### config.mk
export PLATFORM = sky130hd
export DESIGN_NAME = imm_extend_pipe
export DESIGN_NICKNAME = d
export VERILOG_FILES = /design/src/rtl/imm_extend_pipe_pkg.sv /design/src/rtl/imm_ext_stage.sv /design/src/rtl/imm_extend_pipe.sv
export SDC_FILE = /design/constraint.sdc
export NUM_CORES = 1
export LEC_CHECK = 0
export CAP_MARGIN = 5
export CORE_AREA = 2 2 65 67
export DETAILED_ROUTE_END_ITERATION = 10
export DIE_AREA = 0 0 67 69
export PLACE_DENSITY = 0.79
export SLEW_MARGIN = 20
export SYNTH_ARGS = -nofsm -noshare
export SYNTH_HDL_FRONTEND = slang
export SYNTH_SLANG_ARGS = --single-unit
### constraint.sdc
create_clock -name clk -period 1.85 [get_ports clk]
set_input_delay 0.37 -clock clk [delete_from_list [all_inputs] [get_ports clk]]
set_output_delay 0.37 -clock clk [all_outputs]
set_load 0.01 [all_outputs]
### src/rtl/imm_extend_pipe_pkg.sv
// Shared definitions for the immediate-extension datapath: mode encodings and default widths.
package imm_extend_pipe_pkg;

    localparam logic [1:0] IMM_MODE_SIGN   = 2'b00;
    localparam logic [1:0] IMM_MODE_ZERO   = 2'b01;
    localparam logic [1:0] IMM_MODE_UPPER  = 2'b10;
    localparam logic [1:0] IMM_MODE_BRANCH = 2'b11;

    localparam int IMM_IN_W_DEF  = 16;
    localparam int IMM_OUT_W_DEF = 32;

endpackage

### src/rtl/imm_ext_stage.sv
// One elastic register slice with valid/ready handshake; data only moves on a load.
module imm_ext_stage #(
    parameter int W = 34
) (
    input  logic         clk,
    input  logic         rst_n,
    input  logic         in_valid,
    output logic         in_ready,
    input  logic [W-1:0] in_data,
    output logic         out_valid,
    input  logic         out_ready,
    output logic [W-1:0] out_data
);

    logic         r_valid;
    logic [W-1:0] r_data;

    assign in_ready  = !r_valid || out_ready;
    assign out_valid = r_valid;
    assign out_data  = r_data;

    // A load takes priority; otherwise a downstream take empties the slot.
    always_ff @(posedge clk) begin
        if (!rst_n) begin
            r_valid <= 1'b0;
            r_data  <= '0;
        end else if (in_valid && in_ready) begin
            r_valid <= 1'b1;
            r_data  <= in_data;
        end else if (out_ready) begin
            r_valid <= 1'b0;
        end
    end

endmodule

### src/rtl/imm_extend_pipe.sv
// Pipelined MIPS immediate extender (sign/zero/upper/branch) behind STAGES elastic slices.
// Optional macro IMM_EXTEND_BRANCH_EN enables the branch-offset shift for mode 11.
module imm_extend_pipe
    import imm_extend_pipe_pkg::*;
#(
    parameter int IN_W   = IMM_IN_W_DEF,
    parameter int OUT_W  = IMM_OUT_W_DEF,
    parameter int STAGES = 1
) (
    input  logic             clk,
    input  logic             rst_n,
    input  logic             in_valid,
    output logic             in_ready,
    input  logic [IN_W-1:0]  in_imm,
    input  logic [1:0]       in_mode,
    output logic             out_valid,
    input  logic             out_ready,
    output logic [OUT_W-1:0] out_data,
    output logic [1:0]       out_mode
);

    logic [OUT_W-1:0] w_sext;
    logic [OUT_W-1:0] w_ext;
    logic [STAGES:0]  w_valid;
    logic [STAGES:0]  w_ready;
    logic [OUT_W+1:0] w_data [0:STAGES];

    assign w_sext = {{(OUT_W-IN_W){in_imm[IN_W-1]}}, in_imm};

    // Without the branch feature, mode 11 falls back to a plain sign-extend.
    always_comb begin
        w_ext = w_sext;
        case (in_mode)
            IMM_MODE_SIGN:   w_ext = w_sext;
            IMM_MODE_ZERO:   w_ext = {{(OUT_W-IN_W){1'b0}}, in_imm};
            IMM_MODE_UPPER:  w_ext = {in_imm, {(OUT_W-IN_W){1'b0}}};
            IMM_MODE_BRANCH: begin
`ifdef IMM_EXTEND_BRANCH_EN
                w_ext = {w_sext[OUT_W-3:0], 2'b00};
`else
                w_ext = w_sext;
`endif
            end
        endcase
    end

    assign w_valid[0]      = in_valid;
    assign w_data[0]       = {in_mode, w_ext};
    assign in_ready        = w_ready[0];
    assign w_ready[STAGES] = out_ready;

    for (genvar k = 0; k < STAGES; k++) begin : g_stage
        imm_ext_stage #(
            .W(OUT_W + 2)
        ) u_stage (
            .clk      (clk),
            .rst_n    (rst_n),
            .in_valid (w_valid[k]),
            .in_ready (w_ready[k]),
            .in_data  (w_data[k]),
            .out_valid(w_valid[k+1]),
            .out_ready(w_ready[k+1]),
            .out_data (w_data[k+1])
        );
    end

    assign out_valid = w_valid[STAGES];
    assign out_data  = w_data[STAGES][OUT_W-1:0];
    assign out_mode  = w_data[STAGES][OUT_W+1:OUT_W];

endmodule

Word-level counts from Yosys, hierarchy flattened
Index checks and enable logic that the tools add are counted.
Cells by class
  equality and inequality tests: 3
  muxes and demuxes: 3
  reductions and logical operators: 6
Operator list (number)
  $pmux 32 s3: 1
  $eq 2x2->1 const B: 2
  $eq 2x1->1 const B: 1
  $logic_not 2->1: 1
  $mux 1: 2
  $reduce_bool 2->1: 1
  $reduce_or 2->1: 1
  $logic_and 1x1->1: 1
  $logic_not 1->1: 1
  $logic_or 1x1->1: 1
Storage, ports and cells
  bits in registers: 35
  input port bits: 22
  output and inout bits: 36
  word-level logic and storage cells: 14

Longest topological paths before layout
  depth after elaboration: 4
  depth in mapped cells: 7
  mapped depth without buffers: 5

By module
A second synthesis with hierarchy kept.
Second synthesis, totals
  cell total of the unflattened synthesis: 213
  area, all modules: 1814.2 µm²
Modules (own cells, without submodules)
  imm_ext_stage: times used 1, cells an instance 153, area each 1436.4 µm², seq. area each 700.7 µm²
  imm_extend_pipe: times used 1, cells an instance 60, area each 377.9 µm², seq. area each 0.0 µm²

Worst setup path after synthesis
OpenSTA, ideal clock, no wires.
  path kind: input port to flip-flop
  start point: input port in_mode[0]
  end point: register g_stage[0].u_stage.r_data[10]
  library setup time: 0.122 ns
  data arrival time: 1.335 ns
  data required time: 1.728 ns
  path slack: 0.393 ns
  stages on the path: 7
  buffers on the path: 2
  cells stage by stage: inv_1 > ha_1 > or2_1 > buf_2 > buf_4 > nand4_1 > a21boi_1
Between the ends
  cells in the longest elaborated chain, start to end: 3
  elaborated cells between the ends (all ways): 6
  those cells by class: eq/ne (3); mux (1); reduce/logical (2)
Ends and longest elaborated chain
  from (decl): line imm_extend_pipe.sv:15  | input logic [1:0] in_mode,
  $eq 2x2->1 / $logic_not 2->1 (equally long branches): line imm_extend_pipe.sv:33  | case (in_mode)
  $reduce_or 2->1 (no line)
  $pmux 32 s3 *: line imm_extend_pipe.sv:33
  to (signal assigned): line imm_ext_stage.sv:29  | r_data <= in_data;
  to (decl): line imm_ext_stage.sv:16  | logic [W-1:0] r_data;
Mark *: on every way between the ends. The rest lies on a longest branch, timed or not.
A chain may end at the register's enable or synchronous reset.

Worst setup path after layout
  start point: input port in_mode[0]
  end point: register g_stage[0].u_stage.r_data[12]
The elaborated chain is that of the path after synthesis.

==> results.md <==
* Commonest non-fill, non-tap cell in the layout: clkdlybuf4s50_1
* Worst-case vdd ir drop at 0.5934 mV
* DR vias at 1391
* Core Region at 3914 um^2
* GRT Residual Overflow at 0
* Synth Instances at 153
* Share of layout cells above drive strength 1 at 11.43%
* Root Driver: clkbuf_8
* Netlist cell types at 25
* Total Wirelength at 4045 um
* Initial antenna violation count at 0
* Pwr/cell area at 756.6 nW/um^2
* Die Area at 4623 um^2
* Worst-Margin Slew at 0.3919 ns
* DR DRC count at 0
* Post-CTS Setup Repair Bufs at 0
* Clk_lat worst skew at 0.29 ns
* Post-route clock period utilization at 93.88%
* RSZ-0062 raised after global routing: false
* Syn Nets at 177
* Die span in y at 69 um
* Hold crit path type: flop to flop
* Syn avg cell area at 9.797 um^2
* CP Data Arrival Time at 1.91 ns
* Final WS setup at 0.1132 ns
* Layout Utilization at 56.23%
* Crit-path cells: clkdlybuf4s50_1 -> inv_1 -> ha_1 -> or2_2 -> nand4_1 -> a21boi_1
* First-pass GRT wire length at 6617 um
* Die W at 67 um
* Final number of setup-violating endpoints at 0
* CP Launch Type: primary input
* Total Power at 0.001665 W
* Setup CP Type: primary input to flop
* Count of buffer and inverter cells on the critical path at 2
* Commonest non-fill, non-tap cells in the layout: clkdlybuf4s50_1 (56), dfxtp_1 (35), a21boi_1 (19), nand4_1 (16)
* Area growth syn-to-layout at 46.83%
* Outcome: finished clean
* Critical path's top delay family: simple AND/OR/NAND/NOR gates
* Largest net degree at the start of global routing at 23
* # diodes at 0
* Post-Place Cells at 254
* Starting Density at 38.30%
* Worst slew margin at 73.79%
* Detailed Routing Iterations Pass 1 at 4
* Crit path max fanout at 16
* Final hold vios at 0
* CP required at 2.02 ns
* DPL Wire Length at 2895 um
* Top Ports at 58
* DRT iter0 DRCs at 86
* Final Hold Slack at 0.4668 ns
* DR WL/cell at 15.56 um
* Final ANT Viol Nets at 0
* Clk sinks at 35
* Clock skew at 0.005001 ns
* Max Cap Viol at 0
* Via density at 5.350
* YS warnings at 0
* # rows at 23
* Fmax at 575.8 MHz
* Post-Place Worst Slack at -0.2129 ns
* Mapped Area at 1499 um^2
* NumNets Final at 235
* Max Slew Vio Count at 0
* Clock transition at path regs at 0.07 ns
* Leakage power at 0.7815 nW
* Critical Path Sink Type: flop
* Synthesized flop and latch total at 35
* Slowest-stage cell, CP: clkdlybuf4s50_1
* Slowest Stage Delay on Critical Path at 0.50 ns
* Vias in the first global route at 1346
* Post-route insts no fill at 260
* CTS tree: yes
* Max Buffers Root-to-Sink at 2
* Number of port buffers at 57
* Routability cong. at 0.7522
* Post-synthesis sequential area ratio at 46.74%
* CTS H-Tree Depth at 2
* CTS Buf Count at 5
* Fillcell total at 367
* Final Critical Period at 1.737 ns
* GR Util All Layers at 18.68%
## what timing repair did
action | CTS | global route
cloned | 0 | 0
hold buffers | 0 | 0
pin swaps | 0 | 0
endpoints found under the setup margin | 1 | 17
resized for setup | 1 | 2
hold endpoints to repair | 0 | 0
## per-stage QoR
| stage | TNS [ns] | instance area [um^2] |
|---|---|---|
| 2_1_floorplan | 0 | 1499 |
| 3_3_place_gp | -3.669 | 2128 |
| 3_5_place_dp | -5.209 | 2128 |
| 4_1_cts | 0 | 2200 |
| 5_1_grt | 0 | 2201 |
| 6_report | 0 | 2201 |
## sequential cells by signal (all words and copies together) (netlist names)
register / cells
g_stage.u_stage.out_data: 34
g_stage.u_stage.out_valid: 1
## path summary, 6_finish.rpt
path         depth (start not counted)  slack (ns)                                          from                                      endpoint
max                                  6        0.11                                    in_mode[0]  g_stage[0].u_stage.out_data[12]$_SDFFE_PN0P_
min                                  1        0.47  g_stage[0].u_stage.out_data[17]$_SDFFE_PN0P_  g_stage[0].u_stage.out_data[17]$_SDFFE_PN0P_
max reg2reg                          6        0.53     g_stage[0].u_stage.out_valid$_SDFFE_PN0P_  g_stage[0].u_stage.out_data[18]$_SDFFE_PN0P_
min reg2reg                          1        0.47  g_stage[0].u_stage.out_data[17]$_SDFFE_PN0P_  g_stage[0].u_stage.out_data[17]$_SDFFE_PN0P_
## cells in the mapped netlist, drive strengths merged
| cell type | count | share of area (%) |
|---|---|---|
| and2 | 1 | 0.42 |
| clkbuf | 5 | 1.3 |
| inv | 4 | 1.2 |
| nor2b | 2 | 1.3 |
| ha | 2 | 1.7 |
| nand4b | 1 | 1.0 |
| buf | 13 | 6.6 |
| nand3 | 2 | 0.67 |
| or2 | 1 | 0.42 |
| dfxtp | 35 | 47 |
| o2111ai | 1 | 0.58 |
| o21ai | 19 | 6.3 |
| a21oi | 15 | 5.0 |
| nand4 | 16 | 6.7 |
| o2bb2ai | 15 | 8.8 |
| a21boi | 21 | 11 |
## layout make-up
type	instances	area, um^2	share of cell area [%]
multi-input cells	96	663.1	30.13
clock buffers	6	72.57	3.297
inverters	4	17.52	0.7959
well taps	50	62.56	2.843
flip-flops and latches	35	700.7	31.84
repair buffers	69	684.4	31.10
## worst register-to-register path, cell delays in order (launching register included)
cell and delay, ns:
dfxtp_1 0.31, nor2b_4 0.13, inv_4 0.04, buf_4 0.24, nand4b_2 0.17, buf_12 0.19
o2bb2ai_1 0.16
## logic make-up after synthesis
group | Yosys count | synth area share (%)
and+or+nand+nor | 23 | 10.52
DFF | 35 | 46.74
adders and majority gates | 2 | 1.669
buffers and inverters | 22 | 9.098
AOI/OAI and AO/OA | 71 | 31.97
## report_power, final
group          leakage, nW  internal (W)  switching [W]
Sequential           0.286      0.000795      0.0000205
Clock               0.0371      0.000251       0.000265
Combinational        0.458      0.000180       0.000154
Total                0.781       0.00123       0.000439
## metal layers
| metal | vias to the layer above | share of wire (%) | GRT usage [%] | wire [um] |
|---|---|---|---|---|
| met2 | 54 | 47 | 28.38 | 1885 |
| met4 | 0 | 1.7 | 6.576 | 70 |
| li1 | 680 | - | - | - |
| met5 | - | 0 | 0 | 0 |
| met1 | 649 | 44 | 24.26 | 1789 |
| met3 | 8 | 7.4 | 6.525 | 299 |
(Power assumes the default switching activity.)
